### src/rtl/cache_controller.sv
`timescale 1ns/1ps
// -----------------------------------------------------------------------------
// cache_controller
//   Memory-stage sequencer between the pipeline, a 2-way set-associative data
//   cache and a 64-bit block SRAM controller. Read hits complete in the cycle
//   they are presented. Read misses fetch a 64-bit block and refill the cache.
//   Stores are written through to SRAM (no write allocate). On a store hit the
//   cached block is rewritten, merged with the sibling word captured in IDLE.
//
// Ports
//   clk, rst           : rising-edge clock, synchronous active-high reset
//   MEM_R_EN/MEM_W_EN  : load/store request, held until ready (store wins)
//   address, wdata     : byte address (word aligned) and store data
//   rdata, ready       : load data and request-complete strobe (stall release)
//   cache_*            : cache address, LRU touch, write strobe, update/allocate
//                        select and the two block words; hit/rdata are comb
//   sram_*             : block read / word write handshake to SRAM controller
// -----------------------------------------------------------------------------
module cache_controller #(
  parameter int unsigned BASE_ADDR = 1024
) (
  input  logic        clk,
  input  logic        rst,
  // pipeline side
  input  logic        MEM_R_EN,
  input  logic        MEM_W_EN,
  input  logic [31:0] address,
  input  logic [31:0] wdata,
  output logic [31:0] rdata,
  output logic        ready,
  // cache side
  output logic [17:0] cache_address,
  output logic        cache_en_read,
  output logic        cache_en_write,
  output logic        cache_update,
  output logic [31:0] cache_wdata1,
  output logic [31:0] cache_wdata2,
  input  logic        cache_hit,
  input  logic [31:0] cache_rdata,
  // SRAM controller side
  output logic        sram_r_en,
  output logic        sram_w_en,
  output logic [31:0] sram_address,
  output logic [31:0] sram_wdata,
  input  logic [63:0] sram_rdata,
  input  logic        sram_ready
);

  localparam int unsigned CADDR_W = 18;
  localparam int unsigned WORD_W  = 32;

  typedef enum logic [1:0] {
    S_IDLE       = 2'd0,
    S_READ_MISS  = 2'd1,
    S_WRITE_SRAM = 2'd2
  } state_t;

  state_t              r_state;
  state_t              w_next_state;
  logic                r_sib_hit;
  logic [WORD_W-1:0]   r_sib_word;
  logic                w_sib_capture;
  logic [CADDR_W-1:0]  w_off;

  // Only the low 18 bits of the rebased address reach the cache; modulo
  // arithmetic makes the truncated difference equal the low bits of the full one.
  assign w_off = CADDR_W'(address - 32'(BASE_ADDR));

  // State register and sibling-word capture for the store merge.
  always_ff @(posedge clk) begin
    if (rst) begin
      r_state    <= S_IDLE;
      r_sib_hit  <= 1'b0;
      r_sib_word <= '0;
    end else begin
      r_state <= w_next_state;
      if (w_sib_capture) begin
        r_sib_hit  <= cache_hit;
        r_sib_word <= cache_rdata;
      end
    end
  end

  // Next state and outputs; everything is held at zero while reset is high.
  always_comb begin
    w_next_state   = r_state;
    w_sib_capture  = 1'b0;
    rdata          = '0;
    ready          = 1'b0;
    cache_address  = '0;
    cache_en_read  = 1'b0;
    cache_en_write = 1'b0;
    cache_update   = 1'b0;
    cache_wdata1   = '0;
    cache_wdata2   = '0;
    sram_r_en      = 1'b0;
    sram_w_en      = 1'b0;
    sram_address   = '0;
    sram_wdata     = '0;

    if (rst) begin
      w_next_state = S_IDLE;
    end else begin
      cache_address = w_off;
      sram_address  = address;
      sram_wdata    = wdata;

      case (r_state)
        S_IDLE: begin
          if (MEM_W_EN) begin
            // Look up the other word of the block so a store hit can rewrite
            // the whole line without a second cache access.
            cache_address[2] = ~w_off[2];
            w_sib_capture    = 1'b1;
            w_next_state     = S_WRITE_SRAM;
          end else if (MEM_R_EN) begin
            if (cache_hit) begin
              rdata         = cache_rdata;
              ready         = 1'b1;
              cache_en_read = 1'b1;
            end else begin
              w_next_state = S_READ_MISS;
            end
          end
        end

        S_READ_MISS: begin
          sram_r_en = 1'b1;
          if (sram_ready) begin
            cache_en_write = 1'b1;
            cache_update   = 1'b0;
            cache_wdata1   = sram_rdata[31:0];
            cache_wdata2   = sram_rdata[63:32];
            rdata          = w_off[2] ? sram_rdata[63:32] : sram_rdata[31:0];
            ready          = 1'b1;
            w_next_state   = S_IDLE;
          end
        end

        S_WRITE_SRAM: begin
          sram_w_en = 1'b1;
          if (sram_ready) begin
            ready        = 1'b1;
            w_next_state = S_IDLE;
            if (r_sib_hit) begin
              cache_en_write = 1'b1;
              cache_update   = 1'b1;
              if (w_off[2]) begin
                cache_wdata1 = r_sib_word;
                cache_wdata2 = wdata;
              end else begin
                cache_wdata1 = wdata;
                cache_wdata2 = r_sib_word;
              end
            end
          end
        end

        default: begin
          w_next_state = S_IDLE;
        end
      endcase
    end
  end

endmodule

### config.mk
export PLATFORM = sky130hd
export DESIGN_NAME = cache_controller
export DESIGN_NICKNAME = d
export VERILOG_FILES = /design/src/rtl/cache_controller.sv
export SDC_FILE = /design/constraint.sdc
export NUM_CORES = 1
export LEC_CHECK = 0
export ABC_CLOCK_PERIOD_IN_PS = 2410
export CAP_MARGIN = 20
export CORE_AREA = 2 2 135 137
export DETAILED_ROUTE_END_ITERATION = 6
export DIE_AREA = 0 0 137 139
export MAX_ROUTING_LAYER = met4
export PLACE_DENSITY_LB_ADDON = 0.25
export SYNTH_ARGS = -nofsm -noshare
export SYNTH_HDL_FRONTEND = slang
export SYNTH_SLANG_ARGS = --single-unit
### constraint.sdc
create_clock -name clk -period 2.41 [get_ports clk]
set_input_delay 0.482 -clock clk [delete_from_list [all_inputs] [get_ports clk]]
set_output_delay 0.482 -clock clk [all_outputs]
set_load 0.005 [all_outputs]
# Yosys cells after proc, flatten, opt, wreduce, memory -nomap -nowiden
# Index checks and enable logic that the tools add are counted.
word_totals:
  ff_bits: 35
  input_bits: 166
  out_inout_bits: 184
  word_cells: 63
classes:
  n_addsub: 1
  n_eq_ne: 5
  n_mux: 50
  n_bitwise: 1
  n_reduce_logical: 3
ops:
  columns: ["op", "count"]
  rows:
  - ["32-bit two-way mux", 18]
  - ["32-bit one-hot mux with 2 select lines", 3]
  - ["1-bit two-way mux", 21]
  - ["18-bit two-way mux", 1]
  - ["18-bit by 11-bit subtractor with 18-bit output, second input constant", 1]
  - ["2-bit two-way mux", 4]
  - ["3-bit != test, second input constant", 2]
  - ["1-bit one-hot mux with 2 select lines", 2]
  - ["2-bit one-hot mux with 2 select lines", 1]
  - ["3-bit AND reduction", 1]
  - ["2-bit by 1-bit equality test with 1-bit output, second input constant", 1]
  - ["2-bit equality test, second input constant", 1]
  - ["2-bit zero test", 1]
  - ["2-bit by 1-bit != test with 1-bit output, second input constant", 1]
  - ["2-bit OR reduction", 1]
  - ["1-bit NOT", 1]

# Depth between registers and ports, before layout
# Gate-level depths: netlist of run 1.
depth:
  word_depth: 6
  ltp_mapped: 8
  mapped_depth_nobuf: 5

# Worst setup path after synthesis of run 1
# Ideal clock, no wire load.
synth_timing:
  kind: "input -> output"
  from: "input port address[2]"
  to: "output port rdata[13]"
  t_arrival_ns: 1.537
  t_required_ns: 1.928
  setup_slack_ns: 0.391
  cell_stages: 6
  path_buffers: 3
  cell_sequence: "buf_2 buf_4 buf_2 mux2_2 a22oi_1 nor2_1"
synth_between:
  elab_chain_len: 5
synth_rtl:
  columns: ["item", "line", "text"]
  rows:
  - ["from (decl)", "27", "input logic [31:0] address,"]
  - ["18-bit by 11-bit subtractor with 18-bit output", "67", "assign w_off = CADDR_W'(address - 32'(BASE_ADDR));"]
  - ["32-bit two-way mux", "134", "rdata = w_off[2] ? sram_rdata[63:32] : sram_rdata[31:0];"]
  - ["32-bit two-way mux", "129", "if (sram_ready) begin"]
  - ["32-bit one-hot mux with 2 select lines", "108", "case (r_state)"]
  - ["32-bit two-way mux", "101", "if (rst) begin"]
  - ["to (decl)", "29", "output logic [31:0] rdata,"]
# No other way between the ends.

# Worst setup path in the final report of run 1
layout_timing:
  from: "register r_state[1]"
  to: "output port cache_wdata1[8]"
layout_between:
  elab_chain_len: 3
  elab_cells_between_ends: 4
  cone_classes: "2 x eq/ne; 2 x mux"
layout_rtl:
  columns: ["item", "line", "text"]
  rows:
  - ["from (decl)", "58", "state_t r_state;"]
  - ["from (signal assigned)", "76", "r_state <= w_next_state;"]
  - ["2-bit equality test / 2-bit by 1-bit equality test with 1-bit output (equally long branches)", "108", null]
  - ["32-bit one-hot mux with 2 select lines *", "108", null]
  - ["32-bit two-way mux *", "101", null]
  - ["to (decl)", "36", "output logic [31:0] cache_wdata1,"]
# Mark *: on every way between the ends. The rest lies on a longest branch, timed or not.

==> impl_metrics.yaml, run 1 <==
setup_path:
  timing.setup.critical_path_class: "reg -> out"
  cp.buffers_inverters: 4
  worst-endpoint-required_ps: 1930
  critical_path_arrival_ps: 1950
  cp_slowest_stage_delay_ps: 370
  slowest_stage: "dfxtp_4"
  crit_path_start_kind: "flop"
  critical_path.reg2reg.startpoint: "r_state[0]$_SDFFE_PP0P_"
  critPathLaunch: "r_state[1]$_SDFFE_PP0P_"
  crit_path_cell_trace: "inv_4 > ha_2 > and2_4 > buf_4 > clkbuf_16 > a22oi_1 > nor2_1 > dlygate4sd2_1"
  setup.reg_to_reg.worst_slack_ps: 710
  worst_setup_path_end_kind: "primary output"
  critical_path_peak_fanout: 13
  critical_path_depth: 8
  worst_setup_path_endpoint: "cache_wdata1[8]"
  crit-reg2reg-capture: "r_state[1]$_SDFFE_PP0P_"
  crit_family: "buffers and inverters"
  rr_worst_depth: 7
logic_synthesis:
  synth_simple_gate_area_frac: 0.272
  synth_edf_count: 0
  seq_area_frac_synth: 0.161
  synth_compound_gate_area_share: 0.213
  ys_top_cells_by_area: "mux2_2 (25%), a22oi_1 (17%), dfxtp_1 (16%)"
  post-synth-top-area-fraction: 0.253
  ys_top_cells_by_count: "nor2_1 (107), mux2_2 (98), a22oi_1 (96)"
  synth.most_common_cell: "nor2_1"
  synth_top_family_by_area: "simple AND/OR/NAND/NOR gates"
  synthesized_area_fraction_occupied_by_adder_cells: 0.0143
  async_reset_ff_frac: 0
  post-synth-top-area-cell: "mux2_2"
  synthXorXnorAreaFrac: 0.00602
  postSynthNetCount: 783
  yosys.cell_types.count: 29
  netlist_area_um2: 4360
  register_bit_count_reported_by_yosys: 35
  ys.warnings.count: 0
  synth_ff_type: "dfxtp_1"
  netlist_instances: 612
  muxShareOfSynthArea: 0.255
  syn-mean-instance-area_um2: 7.13
placement:
  finalWeightedCongestion: 0.859
  place_area_um2: 8280
  port-buffer-count: 349
  numPlacedInstances: 1154
  dp_hpwl_mm: 15.2
routing:
  via_count: 6008
  antenna_left: 0
  detail_route.wirelength_mm: 22.8
  post_drt_wl_per_cell_um: 18.8
  drt_iter0_drc: 235
  avgViaCountPerCell: 4.94
  pre_repair_dr_iteration_count: 4
  drc: 0
sta:
  timing.final.hold_violations: 0
  worst_slack_ps: -20.7
  layout_worst_path_cycle_share: 1.01
  finClkSkew_ps: 5.15
  timing.max_slew.rel_slack: 0.677
  worst-slew-pin-transition_ps: 485
  timing.final.setup_violations: 1
  achievable-frequency_mhz: 411
  final_max_slew_viol_count: 0
  grt_setup_unrepaired: "yes"
  final_critical_path_required_period_ps: 2430
power_and_ir_drop:
  seq_power_share: 0.250
  p_clk_frac: 0.248
  p_comb_frac: 0.502
  netSwitchingFraction: 0.328
  power_report.internal_total_uw: 1770
  powerDensity_nw_per_um2: 284
  max-vdd-ir-drop_mv: 0.227
  p_switching_uw: 865
  power.total_uw: 2640
  p_leak_uw: 0.00360
global_route:
  grt_remaining_overflow: 0
  grt_max_degree: 44
  track_usage: 0.229
  vias_in_the_first_global_route: 5826
  first_pass_grt_wire_length_mm: 32.9
  grt_antenna_before_repair: 1
die:
  floorplan.die_area_um2: 19000
  die_y_um: 139
  start_util: 0.247
  design.portCount: 350
  std_cell_rows: 49
  die_width_um: 137
  placeableCoreArea_um2: 17700
min_path:
  holdCritPathClass: "reg -> reg"
run_status:
  failed_checks: "setup timing"
  outcome: "complete, but fails checks"
layout:
  layout-area-overhead-vs-synth_pct: 113
  number_of_nets_in_the_final_layout: 1155
  final_cell_count_no_fill: 1215
  final_layout_size_suffix_gt1_frac: 0.333
  final_non_filler_cell_area_um2: 9280
clock_tree:
  cts_htree_levels: 2
  cts_hold_repair.buffers: 0
  clock_tree_from_tritoncts: "done"
  clock_sink_total: 35
  root_buffer: "clkbuf_16"
  worst_skew_pair.late_latency_ps: 290
  numCtsBuffers: 5
  max-clock-path-buffers: 2
  worst_setup_hold_path_clk_slew_ps: 60
job:
  max-cap-violations: 0
tightest hold or removal path, cell delays in order (launching register included):
cell     delay, ps
dfxtp_1        320
nand2_1         50
a21oi_1         50
area by class of cell:
type | instances | area, um2
timing repair buffer | 436 | 4380
multi-input combinational | 502 | 3750
tap | 229 | 287
fill | 1725 | 8380
sequential | 35 | 706
antenna | 1 | 2.50
inverter | 4 | 17.5
clock inverter | 1 | 5.00
clock buffer | 7 | 133
stage by stage:
stage | worst slack, ps | TNS, ps | utilization | hold WS (ps)
2_1_floorplan | 391 | 0 | - | 432
3_3_place_gp | -572 | -33300 | 0.469 | 439
3_5_place_dp | -571 | -31900 | 0.469 | 446
4_1_cts | -132 | -1510 | 0.508 | 459
5_1_grt | -107 | -596 | 0.526 | 487
6_report | -20.7 | -20.7 | 0.526 | 468
routing by layer:
layer,GRT usage,wire [um],share of wire,vias up
met5,-,0,0,-
met4,0.0667,561,0.025,0
met3,0.0373,1520,0.066,41
met2,0.401,11700,0.51,256
met1,0.267,9070,0.40,2834
li1,-,-,-,2877
sequential cells by signal, summed over array words and instances (netlist names):
signal,count
r_sib_hit,1
r_sib_word,32
r_state,2
layout by cell type, fill, tap and decap left out, drive strengths merged:
cell type,n
clkdlybuf4s50,231
buf,108
nor2,107
mux2,98
a22oi,96
nand2,70
nor2b,66
dlygate4sd2,49
a21oi,36
dfxtp,35
clkbuf,30
clkdlybuf4s15,23
nand2b,5
ha,5
inv,4
xnor2,3
or4,2
nor3,2
dlymetal6s2s,2
and2,2
diode,1
o21bai,1
and4b,1
nor4,1
o21ai,1
nor3b,1
o31ai,1
and3,1
a221oi,1
nand3,1
mux2i,1
clkinv,1
worst min path at each step:
stage	to	cells past startpoint	startpoint	slack, ps
after floorplan	r_sib_hit$_SDFFE_PP0P_	2	r_sib_hit$_SDFFE_PP0P_	430
after global placement	r_sib_hit$_SDFFE_PP0P_	2	r_sib_hit$_SDFFE_PP0P_	440
after CTS	r_sib_hit$_SDFFE_PP0P_	2	r_sib_hit$_SDFFE_PP0P_	460
final	r_sib_word[31]$_SDFFE_PP0P_	2	r_sib_word[31]$_SDFFE_PP0P_	470
after detailed placement	r_sib_hit$_SDFFE_PP0P_	2	r_sib_hit$_SDFFE_PP0P_	450
after global routing	r_sib_word[28]$_SDFFE_PP0P_	2	r_sib_word[28]$_SDFFE_PP0P_	490
cells by family (layout without fill, tap and decap cells):
| kind of cell | Yosys count | count (layout) |
|---|---|---|
| XOR/XNOR | 3 | 3 |
| adder cells (fa/ha/maj) | 5 | 5 |
| AO/OA/AOI/OAI | 136 | 136 |
| flip-flops | 35 | 35 |
| buffers and inverters | 75 | 448 |
| other | 0 | 1 |
| AND/OR/NAND/NOR | 259 | 259 |
| multiplexers | 99 | 99 |
power groups by stage:
stage	Clock (uW)	Sequential (uW)	Combinational, uW
detailed placement	0	668	1180
floorplan	0	658	502
global route	707	664	1420
global placement	0	666	1180
finish	654	659	1320
CTS	687	656	1270
repair_timing:
action | 4_1_cts | 5_1_grt
endpoints found under the setup margin | 109 | 65
gates resized for setup | 251 | 119
buffers inserted | 26 | 19
pin swaps | 11 | 24
cloned | 7 | 3
Note: power is estimated with default switching activity, not from simulation.
==> run 2, diff against run 1 <==
--- a/config.mk
+++ b/config.mk
@@ -7,9 +7,12 @@
 export LEC_CHECK = 0
 export ABC_CLOCK_PERIOD_IN_PS = 2410
 export CAP_MARGIN = 20
-export CORE_AREA = 2 2 135 137
+export CELL_PAD_IN_SITES_DETAIL_PLACEMENT = 1
+export CELL_PAD_IN_SITES_GLOBAL_PLACEMENT = 1
+export CORE_AREA = 2 2 144 146
 export DETAILED_ROUTE_END_ITERATION = 6
-export DIE_AREA = 0 0 137 139
+export DIE_AREA = 0 0 146 148
+export HOLD_SLACK_MARGIN = 0.1
 export MAX_ROUTING_LAYER = met4
 export PLACE_DENSITY_LB_ADDON = 0.25
 export SYNTH_ARGS = -nofsm -noshare
==> run 2 against run 1 <==
- the run now ends clean
- global-route usage decreased by 0.55 points
- total power increased by 4.5%
- first-iteration DRC count decreased by 46%
- flip-flop and latch count unchanged
- die area increased by 13%
- cell count increased by 2.3%
- sequential share of layout area increased by 0.12 points
- non-clock buffer count decreased by 13
- worst hold slack got worse by 2.4 ps
- via count decreased by 0.88%
- critical endpoint is now cache_wdata1[22]
- highest routed layer unchanged
==> impl_metrics.yaml, run 2 (synthesis results as in run 1) <==
run_status:
  outcome: "complete, no violations"
die:
  die_y_um: 148
  placeableCoreArea_um2: 20000
  start_util: 0.218
  die_width_um: 146
  floorplan.die_area_um2: 21600
  std_cell_rows: 52
  design.portCount: 350
global_route:
  globalRouteMet2Util: 0.388
  grt_util_met1: 0.265
  grt_max_degree: 40
  vias_in_the_first_global_route: 6226
  grt_remaining_overflow: 0
  grt_antenna_before_repair: 1
  track_usage: 0.224
  met3_use_gr: 0.0460
  globalRoute.busiestLayer: "met2"
  first_pass_grt_wire_length_mm: 36.9
clock_tree:
  clock_tree_from_tritoncts: "done"
  cts_htree_levels: 2
  worst_skew_pair.late_latency_ps: 290
  numCtsBuffers: 5
  clock_sink_total: 35
  cts_hold_repair.buffers: 0
  root_buffer: "clkbuf_16"
  max-clock-path-buffers: 2
  worst_setup_hold_path_clk_slew_ps: 60
sta:
  grt_setup_unrepaired: "yes"
  timing.final.hold_violations: 0
  timing.final.setup_violations: 0
  finClkSkew_ps: 8.19
  layout_worst_path_cycle_share: 0.992
  achievable-frequency_mhz: 418
  final_critical_path_required_period_ps: 2390
  final_max_slew_viol_count: 0
  worst-slew-pin-transition_ps: 458
  total_negative_setup_slack_ps: 0
  timing.max_slew.rel_slack: 0.694
setup_path:
  crit_path_start_kind: "flop"
  rr_worst_depth: 7
  critical_path_arrival_ps: 1910
  worst_setup_path_end_kind: "primary output"
  setup.reg_to_reg.worst_slack_ps: 760
  critical_path_peak_fanout: 17
  critical_path.reg2reg.startpoint: "r_state[0]$_SDFFE_PP0P_"
  worst-endpoint-required_ps: 1930
  crit-reg2reg-capture: "r_state[1]$_SDFFE_PP0P_"
  timing.setup.critical_path_class: "reg -> out"
layout:
  final_cell_count_no_fill: 1243
  flip_flop_count_of_the_largest_register_all_copies_and_words_added: 32
  mostFrequentLayoutCell: "clkdlybuf4s50_1"
  regMostFlops: "r_sib_word"
  most-common-layout-cells: "clkdlybuf4s50_1 (230), nor2_1 (106), mux2_2 (98)"
  final_layout_size_suffix_gt1_frac: 0.332
  largestRegisters: "r_sib_word: 32 flops, r_state: 2 flops, r_sib_hit: 1 flops"
  fill_cells: 2410
  number_of_nets_in_the_final_layout: 1142
  layout-area-overhead-vs-synth_pct: 110
power_and_ir_drop:
  p_leak_uw: 0.00367
  powerDensity_nw_per_um2: 301
  max-vdd-ir-drop_mv: 0.218
routing:
  via_count: 5955
  post_drt_wl_per_cell_um: 19.8
  drt_iter0_drc: 127
  detail_route.wirelength_mm: 24.7
  avgViaCountPerCell: 4.79
  antenna_left: 0
  drc: 0
  pre_repair_dr_iteration_count: 4
job:
  max-cap-violations: 0
placement:
  numPlacedInstances: 1203
  port-buffer-count: 349
  dp_hpwl_mm: 17.1
  finalWeightedCongestion: 0.788
min_path:
  min_delay_path_depth: 2
  holdCritStartpoint: "r_sib_word[29]$_SDFFE_PP0P_"
  worstHoldEndpoint: "r_sib_word[29]$_SDFFE_PP0P_"
  holdCritPathClass: "reg -> reg"
## run 2: how the worst max path moves through the flow
stage | start | to | slack (ps) | cells after the start
detailed placement | address[11] | cache_address[15] | -520 | 5
global route | r_state[0]$_SDFFE_PP0P_ | rdata[10] | -70 | 10
finish | r_state[1]$_SDFFE_PP0P_ | cache_wdata1[22] | 20 | 8
floorplan | address[2] | rdata[13] | 390 | 6
CTS | r_state[1]$_SDFFE_PP0P_ | cache_wdata2[19] | -190 | 6
global placement | address[11] | cache_address[15] | -500 | 5
## run 2: critical path, stage by stage, from the launching register on
cell	delay [ps]
dfxtp_4	360
inv_2	50
ha_2	170
and2_4	200
buf_4	150
buf_12	150
a22oi_1	190
nor2_1	80
dlygate4sd2_1	270
## run 2: where the power goes
| part | switching, uW | internal, uW | leakage (uW) |
|---|---|---|---|
| combinational | 569 | 757 | 0.00330 |
| clock | 281 | 488 | 0.0000838 |
| sequential | 34.4 | 624 | 0.000289 |
## run 2: per-layer routing
| metal | wire, um | vias to the layer above | share of wire |
|---|---|---|---|
| met1 | 10400 | 2851 | 0.42 |
| met3 | 1360 | 33 | 0.055 |
| met4 | 553 | 0 | 0.022 |
| li1 | - | 2856 | - |
| met5 | 0 | - | 0 |
| met2 | 12400 | 215 | 0.50 |
## run 2: layout make-up
cell class | count | area (um2) | share of cell area
clock buffer | 5 | 125 | 0.0137
clock inverter | 3 | 43.8 | 0.00478
antenna | 1 | 2.50 | 0.000273
tap | 270 | 338 | 0.0369
multi-input combinational | 502 | 3740 | 0.408
timing repair buffer | 423 | 4190 | 0.457
sequential | 35 | 708 | 0.0773
inverter | 4 | 20.0 | 0.00218
## run 2: per-stage QoR
step                      worst slack [ps]  cell area, um2  hold WS, ps  utilization  power, uW
after floorplan                        391            4360          432            -       1160
after global placement                -495            8380          440        0.418       1860
after detailed placement              -524            8380          445        0.418       1870
after CTS                             -188            8980          458        0.448       2750
after global routing                 -66.3            9170          492        0.457       2910
final                                 19.3            9170          466        0.457       2750
## run 2: repair_timing
action | CTS | global route
endpoints found under the setup margin | 108 | 76
hold endpoints to repair | 0 | 0
resized for setup | 215 | 147
setup buffers | 20 | 5
pin swaps | 7 | 17
cloned | 6 | 2
